<file path="config.mk">
export PLATFORM = sky130hd
export DESIGN_NAME = ro_puf_eval
export DESIGN_NICKNAME = d
export VERILOG_FILES = /design/src/rtl/ro_puf_eval.sv
export SDC_FILE = /design/constraint.sdc
export NUM_CORES = 1
export LEC_CHECK = 0
export BUFFER_PORTS_ARGS = -buffer_cell sky130_fd_sc_hd__clkbuf_2
export CAP_MARGIN = 20
export CORE_MARGIN = 2
export CORE_UTILIZATION = 54
export CTS_CLUSTER_DIAMETER = 200
export DETAILED_ROUTE_END_ITERATION = 8
export PLACE_DENSITY_LB_ADDON = 0.05
export SLEW_MARGIN = 25
export SYNTH_ARGS = -nofsm -noshare
export SYNTH_HDL_FRONTEND = slang
export SYNTH_SLANG_ARGS = --single-unit
</file>
<file path="constraint.sdc">
create_clock -name clk -period 2.28 [get_ports clk]
set_input_delay 0.228 -clock clk [delete_from_list [all_inputs] [get_ports clk]]
set_output_delay 0.228 -clock clk [all_outputs]
set_load 0.1 [all_outputs]
</file>
<file path="src/rtl/ro_puf_eval.sv">
// ro_puf_eval: ring-oscillator PUF evaluator.
// Races oscillator pairs over a gated window and returns response and tie bits.
module ro_puf_eval #(
    parameter int NUM_RO    = 16,
    parameter int CNT_W     = 16,
    parameter int WIN_W     = 16,
    parameter int RESP_BITS = 8
) (
    input  logic                         clk,
    input  logic                         rst_n,
    input  logic                         ena,
    input  logic [NUM_RO-1:0]            osc_in,
    input  logic                         start,
    input  logic [2*$clog2(NUM_RO)-1:0]  challenge,
    input  logic [WIN_W-1:0]             win_len,
    output logic                         busy,
    output logic                         resp_valid,
    output logic [RESP_BITS-1:0]         resp,
    output logic [RESP_BITS-1:0]         tie_mask
);

    localparam int SEL_W = $clog2(NUM_RO);
    localparam int IDX_W = (RESP_BITS > 1) ? $clog2(RESP_BITS) : 1;
    localparam logic [IDX_W-1:0] LAST_IDX = IDX_W'(RESP_BITS - 1);
    localparam logic [CNT_W-1:0] CNT_MAX  = '1;

    localparam logic [2:0] S_IDLE  = 3'd0;
    localparam logic [2:0] S_ARM   = 3'd1;
    localparam logic [2:0] S_COUNT = 3'd2;
    localparam logic [2:0] S_CMP   = 3'd3;
    localparam logic [2:0] S_DONE  = 3'd4;

    logic [NUM_RO-1:0]    sync1;
    logic [NUM_RO-1:0]    sync2;
    logic [NUM_RO-1:0]    hist;
    logic [NUM_RO-1:0]    rise;

    logic [2:0]           state;
    logic [2:0]           state_nxt;
    logic                 accept;
    logic                 last_win;

    logic [SEL_W-1:0]     ch_a;
    logic [SEL_W-1:0]     ch_b;
    logic [SEL_W-1:0]     base_a;
    logic [SEL_W-1:0]     base_b;
    logic [SEL_W-1:0]     sel_a;
    logic [SEL_W-1:0]     sel_b;

    logic [WIN_W-1:0]     win_eff;
    logic [WIN_W-1:0]     win_cnt;
    logic [IDX_W-1:0]     race_idx;

    logic [CNT_W-1:0]     cnt_a;
    logic [CNT_W-1:0]     cnt_b;

    logic                 bit_res;
    logic                 bit_tie;
    logic [RESP_BITS-1:0] res_acc;
    logic [RESP_BITS-1:0] tie_acc;
    logic [RESP_BITS-1:0] res_nxt;
    logic [RESP_BITS-1:0] tie_nxt;

    assign ch_a     = challenge[SEL_W-1:0];
    assign ch_b     = challenge[2*SEL_W-1:SEL_W];
    assign accept   = (state == S_IDLE) && ena && start;
    assign rise     = sync2 & ~hist;
    assign last_win = (win_cnt == WIN_W'(1));

    // Bring the free-running oscillators into clk and keep one cycle of history.
    always_ff @(posedge clk) begin
        if (!rst_n) begin
            sync1 <= '0;
            sync2 <= '0;
            hist  <= '0;
        end else begin
            sync1 <= osc_in;
            sync2 <= sync1;
            hist  <= sync2;
        end
    end

    // Sequencer: ena low from any active state drops straight back to idle.
    always_comb begin
        state_nxt = state;
        if (state != S_IDLE && !ena) begin
            state_nxt = S_IDLE;
        end else begin
            unique case (state)
                S_IDLE:  if (accept) state_nxt = S_ARM;
                S_ARM:   state_nxt = S_COUNT;
                S_COUNT: if (last_win) state_nxt = S_CMP;
                S_CMP:   state_nxt = (race_idx == LAST_IDX) ? S_DONE : S_ARM;
                S_DONE:  state_nxt = S_IDLE;
                default: state_nxt = S_IDLE;
            endcase
        end
    end

    // Race outcome; a saturated counter makes the comparison meaningless.
    always_comb begin
        bit_res = (cnt_a > cnt_b);
        bit_tie = (cnt_a == cnt_b) || (cnt_a == CNT_MAX) || (cnt_b == CNT_MAX);
        res_nxt = res_acc;
        tie_nxt = tie_acc;
        if (state == S_CMP) begin
            res_nxt[race_idx] = bit_res;
            tie_nxt[race_idx] = bit_tie;
        end
    end

    // State register.
    always_ff @(posedge clk) begin
        if (!rst_n) begin
            state <= S_IDLE;
        end else begin
            state <= state_nxt;
        end
    end

    // Latch challenge and window on accept; step the race index per compare.
    always_ff @(posedge clk) begin
        if (!rst_n) begin
            base_a   <= '0;
            base_b   <= '0;
            win_eff  <= '0;
            race_idx <= '0;
        end else if (accept) begin
            base_a   <= ch_a;
            base_b   <= (ch_b == ch_a) ? ch_a + SEL_W'(1) : ch_b;
            win_eff  <= (win_len == '0) ? WIN_W'(1) : win_len;
            race_idx <= '0;
        end else if (state == S_CMP) begin
            race_idx <= race_idx + IDX_W'(1);
        end
    end

    // Pair select, window countdown and saturating edge counters.
    always_ff @(posedge clk) begin
        if (!rst_n) begin
            sel_a   <= '0;
            sel_b   <= '0;
            win_cnt <= '0;
            cnt_a   <= '0;
            cnt_b   <= '0;
        end else if (state == S_ARM) begin
            sel_a   <= base_a + SEL_W'(race_idx);
            sel_b   <= base_b + SEL_W'(race_idx);
            win_cnt <= win_eff;
            cnt_a   <= '0;
            cnt_b   <= '0;
        end else if (state == S_COUNT) begin
            win_cnt <= win_cnt - WIN_W'(1);
            if (rise[sel_a] && cnt_a != CNT_MAX) begin
                cnt_a <= cnt_a + CNT_W'(1);
            end
            if (rise[sel_b] && cnt_b != CNT_MAX) begin
                cnt_b <= cnt_b + CNT_W'(1);
            end
        end
    end

    // Partial results; dropped whenever the sequencer returns to idle.
    always_ff @(posedge clk) begin
        if (!rst_n) begin
            res_acc <= '0;
            tie_acc <= '0;
        end else if (state_nxt == S_IDLE) begin
            res_acc <= '0;
            tie_acc <= '0;
        end else if (state == S_CMP) begin
            res_acc <= res_nxt;
            tie_acc <= tie_nxt;
        end
    end

    // Registered outputs; the response is published on entry to DONE.
    always_ff @(posedge clk) begin
        if (!rst_n) begin
            busy       <= 1'b0;
            resp_valid <= 1'b0;
            resp       <= '0;
            tie_mask   <= '0;
        end else begin
            busy       <= (state_nxt != S_IDLE);
            resp_valid <= (state_nxt == S_DONE);
            if (state_nxt == S_DONE) begin
                resp     <= res_nxt;
                tie_mask <= tie_nxt;
            end
        end
    end

endmodule

</file>
==> results.tsv, run 1 <==
metric	value	unit
Clock Sinks	168	
Critical Path AT	2.60	ns
largest family of logic cells by synthesized area	simple AND/OR/NAND/NOR gates	
via count	6753	
critical-path maximum fanout	4	
CP required	2.63	ns
largest net degree at the start of global routing	52	
Final ANT Viol Nets	0	
Worst setup SP type	register	
pre-CTS setup slack	-0.0201	ns
Synth Area in XOR/XNOR	1.26	%
CTS Buffer Depth	2	
Crit Reg-Reg Startpoint	sync2[10]$_SDFF_PN0_	
Die Y	123	um
setup_tns	0	ns
number of global-route vias before repair	6251	
CP startpoint	sync2[10]$_SDFF_PN0_	
Peak VDD IR	0.501	mV
Root Buffer Master	clkbuf_16	
CTS Buf Count	17	
simple-gate share of the synthesized area	28.8	%
register area	0.00337	mm2
num ports	62	
IO Port Bufs	61	
Setup Viol. Count Final	0	
setup ws final	0.0303	ns
CTS tree	done	
Die ar.	0.0151	mm2
P per Cell Area	706	mW/mm2
Initial Util	55.1	%
multi-input logic area	0.00411	mm2
Pwr Total	6.46	mW
EDFF count, synth	0	
RSZ-0062 raised after global routing	true	
Adder-Cell Fraction of Synth Area	5.28	%
fin crit share	98.7	%
post-synthesis compound-gate area fraction	14.2	%
H-tree depth	4	
Syn Nets	969	
row cnt	43	
Max Clk Rate	445	MHz
grt total ovfl	0	
Routed Wire Length	18400	um
YS warnings	0	
initial antenna violation count	1	
HP Class	in -> reg	
static leakage	3.50	nW
final worst clock skew	0.0118	ns
first-pass GRT wire length	29900	um
Final Hold Viols	0	
mux cell area share after synthesis	2.48	%
Die X	123	um
drt wl/cell	15.8	um
Netlist Area Pre-Place	0.00762	mm2
Min Clock Period, post-route	2.25	ns
outcome	complete, no violations	
area delta synth->final	20.0	%
GRT Total Usage	25.0	%
GPL Wtd Cong	0.888	
Final Instance Area	0.00915	mm2
cells after synthesis	894	
syn_area_per_cell	8.53	um2
max-cap violations	0	
Seq/Total Area, Yosys	44.1	%
Clk Latency, worst-skew pair	0.43	ns
worst-margin pin slew	0.626	ns
ys async rst share	0	%
DRC	0	
Reg clk slew, reported paths	0.07	ns
mean number of vias per cell	5.78	
Filler Cells Inserted	1172	
TritonRoute pass-1 iters	7	
final core occ	66.2	%
HP Start	osc_in[2]	
Slew headroom	58.1	%
share of cells above drive strength 1	18.3	%
crit end category	register	
Main synth FF type	dfxtp_1	
Core Area	0.0138	mm2
Setup CP Type	reg -> reg	
Nets	1050	
#FFs+latches synth	168	
post-DP HPWL	12600	um
Unique masters post-synth	63	
final slew viol count	0	
Area after DPL	0.00826	mm2
iteration-0 DRC count of the detailed router	343	
==> routing by layer <==
layer / routed length, um / GRT usage, % / share of wire [%] / vias up
li1: - / - / - / 3367
met2: 8690 / 40.6 / 47 / 186
met3: 861 / 4.46 / 4.7 / 30
met4: 443 / 10.4 / 2.4 / 0
met5: 0 / 0 / 0 / -
met1: 8400 / 32.8 / 46 / 3170
==> power by group <==
part / internal [mW] / switching, mW / total, mW
sequential: 3.01 / 0.0501 / 3.06
clock: 1.72 / 1.21 / 2.94
combinational: 0.198 / 0.262 / 0.459
==> final cells by class <==
| type | instances | area share, % |
|---|---|---|
| Tap cell | 180 | 2.46 |
| Clock inverter | 10 | 1.45 |
| Inverter | 31 | 1.27 |
| Timing Repair Buffer | 108 | 7.85 |
| Multi-Input combinational cell | 649 | 45.0 |
| Sequential cell | 168 | 36.8 |
| Antenna cell | 1 | 0.0273 |
| Clock buffer | 21 | 5.14 |
==> kinds of logic after synthesis <==
logic type	count (synthesis)
xor+xnor	11
fa+ha+maj	31
mux	16
compound gates	178
buf+inv	77
flops	168
simple gates	413
==> per-stage QoR <==
stage | hold WS (ns) | instances
final | 0.00577 | 1168
after global routing | 0.00187 | 1168
after CTS | 0.000613 | 1167
after detailed placement | 0.421 | 1124
after global placement | 0.415 | 1124
after floorplan | 0.355 | 894
==> layout by cell type, fill, tap and decap left out, drive strengths merged, types with 9 or more instances in the layout <==
cell type | Yosys | layout
nand3b | 10 | 10
a21oi | 65 | 65
nor3 | 14 | 14
and3 | 13 | 13
nand4 | 21 | 21
nor4 | 13 | 13
o21ai | 50 | 50
clkbuf | 42 | 82
or4 | 28 | 28
ha | 29 | 29
and2 | 50 | 50
or3 | 9 | 9
nand3 | 25 | 25
mux2i | 14 | 14
dfxtp | 168 | 168
nand2 | 126 | 126
nor2 | 70 | 70
o211ai | 10 | 10
inv | 31 | 37
buf | 4 | 39
==> critical path, cell delays in order, from the launching register on <==
cell     delay (ns)
dfxtp_2        0.32
or2b_1         0.23
mux4_2         0.48
and3b_4        0.21
or4_4          0.41
or3_1          0.38
a21oi_1        0.14
==> repair_timing <==
action / in CTS / in global routing
hold buffers: 8 / 0
endpoints found under the setup margin: 2 / 36
pin swaps: 1 / 23
buffers inserted: 2 / 1
resized for setup: 2 / 46
gates cloned: 2 / 0
endpoints found under the hold margin: 8 / 0
==> synth_stat cells (4+ instances only) <==
cell / count / share of area, %
a211oi_1: 6 / 0.59
a21oi_1: 65 / 4.3
a221oi_1: 4 / 0.46
a31oi_1: 7 / 0.57
and2_1: 50 / 4.1
and3_1: 13 / 1.1
clkbuf_1: 42 / 2.1
dfxtp_1: 168 / 44
ha_1: 29 / 4.8
inv_1: 31 / 1.5
mux2i_1: 14 / 1.8
nand2_1: 125 / 6.2
nand2b_1: 6 / 0.49
nand3_1: 25 / 1.6
nand3b_1: 10 / 0.98
nand4_1: 21 / 1.7
nor2_1: 70 / 3.4
nor3_1: 14 / 0.92
nor3b_1: 5 / 0.49
nor4_1: 11 / 0.90
nor4bb_1: 5 / 0.66
o211ai_1: 10 / 0.98
o21ai_0: 50 / 3.3
o311ai_0: 6 / 0.69
o31ai_1: 6 / 0.59
o41ai_1: 4 / 0.46
or3_1: 8 / 0.66
or4_1: 27 / 2.7
xnor2_1: 6 / 0.69
xor2_1: 5 / 0.57
==> registers in the layout, indices dropped and copies added, names as in the netlist <==
name,count
busy,1
resp,8
base_a,4
base_b,4
sync2,16
sel_b,4
tie_mask,8
sel_a,4
tie_acc,8
cnt_b,16
win_eff,16
resp_valid,1
sync1,16
cnt_a,16
win_cnt,16
hist,16
state,3
res_acc,8
race_idx,3
==> path summary, 6_finish.rpt <==
| check | end | slack, ns | depth (start not counted) |
|---|---|---|---|
| setup / recovery | cnt_b[10]$_SDFFE_PP0P_ | 0.03 | 6 |
| hold / removal | sync1[2]$_SDFF_PN0_ | 0.006 | 2 |
| setup reg to reg | cnt_b[10]$_SDFFE_PP0P_ | 0.03 | 6 |
| hold reg to reg | sync2[2]$_SDFF_PN0_ | 0.44 | 1 |
Power figures use the tool's default switching activity.
==> run 2, diff against run 1 <==
- ABC_AREA: unset -> 1
==> results.tsv, run 2 <==
metric	value	unit	change
Initial Util	54.8	%	-0.37 points
syn_area_per_cell	7.29	um2	-14%
Nets	1297		+24%
CTS Buffer Depth	2		unchanged
CP required	2.63	ns	about the same
share of cells above drive strength 1	12.9	%	-5.5 points
via count	7450		+10%
row cnt	45		+4.7%
ys async rst share	0	%	unchanged
reg2reg end	tie_mask[4]$_SDFFE_PN0N_		
outcome	complete, no violations		
static leakage	4.34	nW	+24%
#FFs+latches synth	168		unchanged
Max Clk Rate	489	MHz	+9.9%
top post-synthesis cells by area	dfxtp_1 41%, nand2_1 10%, inv_1 8.1%		
Pwr Total	6.88	mW	+6.5%
Die X	127	um	+3.8%
H-tree depth	4		unchanged
sw power	1.82	mW	+19%
Setup Viol. Count Final	0		unchanged
CTS Buf Count	17		unchanged
first-pass GRT wire length	32800	um	+9.4%
setup_tns	0	ns	unchanged
initial antenna violation count	0		-1
placed cell count	1375		+22%
Clk Latency, worst-skew pair	0.43	ns	about the same
EDFF count, synth	0		unchanged
Final Hold Viols	0		unchanged
Routed Wire Length	19600	um	+6.4%
num ports	62		unchanged
Reg2Reg Setup Slack	0.23	ns	+0.20 ns
iteration-0 DRC count of the detailed router	408		+19%
Unique masters post-synth	46		-27%
combinational share of power	10.3	%	+3.2 points
Clock Sinks	168		unchanged
Critical Path Most Common Cell	nand2_1		
maximum single-stage delay on the critical path	0.41	ns	-0.07 ns
RSZ-0062 raised after global routing	false		
area delta synth->final	17.0	%	
final worst clock skew	0.00778	ns	-0.00397 ns
Netlist Area Pre-Place	0.00823	mm2	+8.0%
Hold Crit Depth	3		+1
commonest cells after routing, fill and taps aside	220 x nand2_1, 177 x inv_1, 168 x dfxtp_1		
GPL Wtd Cong	0.885		-0.34%
Layout Cells excl Fill	1423		+22%
Setup CP Type	reg -> reg		
slowest CP cell	dfxtp_1		
Post-synth top cells	220 x nand2_1, 177 x inv_1, 168 x dfxtp_1, 111 x nand3_1, 100 x nor2_1		
top-count cell post-synth	nand2_1		
final slew viol count	0		unchanged
CP startpoint	cnt_b[13]$_SDFFE_PP0P_		
ANT cells	0		-1
worst r2r path cells	8		+2
Synth top area share	40.9	%	-3.3 points
Critical Path AT	2.39	ns	-0.21 ns
Die Y	127	um	+3.8%
HP Start	win_len[1]		
worst-margin pin slew	0.605	ns	-0.0215 ns
Peak VDD IR	0.543	mV	+8.4%
Seq pwr share	44.7	%	-2.7 points
Worst setup SP type	register		
Seq/Total Area, Yosys	40.9	%	-3.3 points
largest net degree at the start of global routing	55		+5.8%
Final ANT Viol Nets	0		unchanged
Main synth FF type	dfxtp_1		
cell type with the largest total area after synthesis	dfxtp_1		
DRC	0		unchanged
crit end category	register		
Top delay family on crit path	simple AND/OR/NAND/NOR gates		
most common cell after layout, fill and taps aside	nand2_1		
Slew headroom	59.3	%	+1.2 points
critical-path maximum fanout	8		+4
number of global-route vias before repair	6942		+11%
Post-CTS Setup Bufs	0		-2
Reg clk slew, reported paths	0.07	ns	about the same
Crit Reg-Reg Startpoint	cnt_b[13]$_SDFFE_PP0P_		
Filler Cells Inserted	1420		+21%
crit-path cells	inv_1, ha_1, nand2_1, nor3_1, nand3b_1, nand4_1, nand2_1, a21boi_0		
Sw Share	26.5	%	+2.8 points
TritonRoute pass-1 iters	5		-2
Root Buffer Master	clkbuf_16		
IO Port Bufs	61		unchanged
Syn Nets	1204		+24%
grt total ovfl	0		unchanged
max-cap violations	0		unchanged
fin crit share	89.8	%	-8.9 points
Internal Power	5.06	mW	+2.6%
YS warnings	0		unchanged
Core Area	0.0150	mm2	+8.7%
post-DP HPWL	13900	um	+10%
GRT Total Usage	24.8	%	-0.18 points
HP Class	in -> reg		
Die ar.	0.0162	mm2	+7.7%
WHS Endpoint	win_eff[1]$_SDFFE_PN0P_		
cells after synthesis	1129		+26%
CP bufs+invs	1		+1
drt wl/cell	13.8	um	-13%
CTS tree	done		
clock power share	45.0	%	-0.5 points
Min Clock Period, post-route	2.05	ns	-0.203 ns
P per Cell Area	714	mW/mm2	+1.2%
mean number of vias per cell	5.24		-9.4%
[run 2: changes by cell type after synthesis, moves of 13 or more]
cell      delta
nand2_1     +95
inv_1      +146
nand3_1     +86
nand4_1     +28
clkbuf_1    -23
and3_1      -13
xor2_1      +25
or4_1       -27
mux2i_1     -14
o22ai_1     +14
and2_1      -49
nor2_1      +30
[run 2: timing repair]
item	4_1_cts	5_1_grt
resized for setup	0	0
hold buffers	16	0
hold endpoints to repair	16	0
[run 2: worst max path at each step]
stage                                     to  cells after the start
floorplan               resp[6]$_SDFFE_PN0N_                      9
global placement       cnt_b[5]$_SDFFE_PP0P_                      9
detailed placement  tie_mask[3]$_SDFFE_PN0N_                      8
CTS                 tie_mask[4]$_SDFFE_PN0N_                      8
global route        tie_mask[3]$_SDFFE_PN0N_                      8
finish              tie_mask[4]$_SDFFE_PN0N_                      8
[run 2: area by class of cell]
type                    count  area (um2)  share of cell area (%)
repair buffers            108         698                    7.25
clock buffers              18         429                    4.46
inverters                 186         701                    7.28
clock inverters            14         204                    2.12
flip-flops and latches    168        3360                    34.9
well taps                 188         235                    2.44
multi-input cells         741        4000                    41.5
[run 2: cell families after synthesis]
| family | Yosys count | share of synthesized area, % |
|---|---|---|
| buffers and inverters | 220 | 10.6 |
| AO/OA/AOI/OAI | 152 | 10.5 |
| flip-flops | 168 | 40.9 |
| XOR/XNOR | 37 | 3.94 |
| adder cells (fa/ha/maj) | 31 | 4.89 |
| AND/OR/NAND/NOR | 521 | 29.2 |
[run 2: power by group through the flow]
stage | Clock, mW | Combinational, mW | Sequential (mW)
finish | 3.09 | 0.709 | 3.08
global route | 3.26 | 0.797 | 3.09
CTS | 3.13 | 0.710 | 3.08
detailed placement | 0 | 0.684 | 3.14
global placement | 0 | 0.679 | 3.14
floorplan | 0 | 0.471 | 3.14
[run 2: per-layer routing]
| layer | GRT usage, % | vias to the layer above | part of all wire, % |
|---|---|---|---|
| li1 | - | 3849 | - |
| met1 | 31.2 | 3422 | 46 |
| met2 | 42.8 | 149 | 48 |
| met3 | 5.36 | 30 | 4.1 |
| met4 | 7.50 | 0 | 1.8 |
| met5 | 0 | - | 0 |
[run 2: worst reg2reg max path: stages (launching register included)]
cell,delay (ns)
dfxtp_1,0.41
inv_1,0.09
ha_1,0.31
nand2_1,0.07
nor3_1,0.29
nand3b_1,0.38
nand4_1,0.18
nand2_1,0.08
a21boi_0,0.16
[run 2: per-stage QoR]
stage          utilization (%)  cell area (um2)  hold slack (ns)  setup WS, ns
2_1_floorplan                -             8230            0.326         0.538
3_3_place_gp              58.8             8840            0.394         0.298
3_5_place_dp              58.8             8840            0.397         0.299
4_1_cts                   64.1             9630           0.0367         0.250
5_1_grt                   64.1             9630           0.0480        0.0169
6_report                  64.1             9630           0.0482         0.234
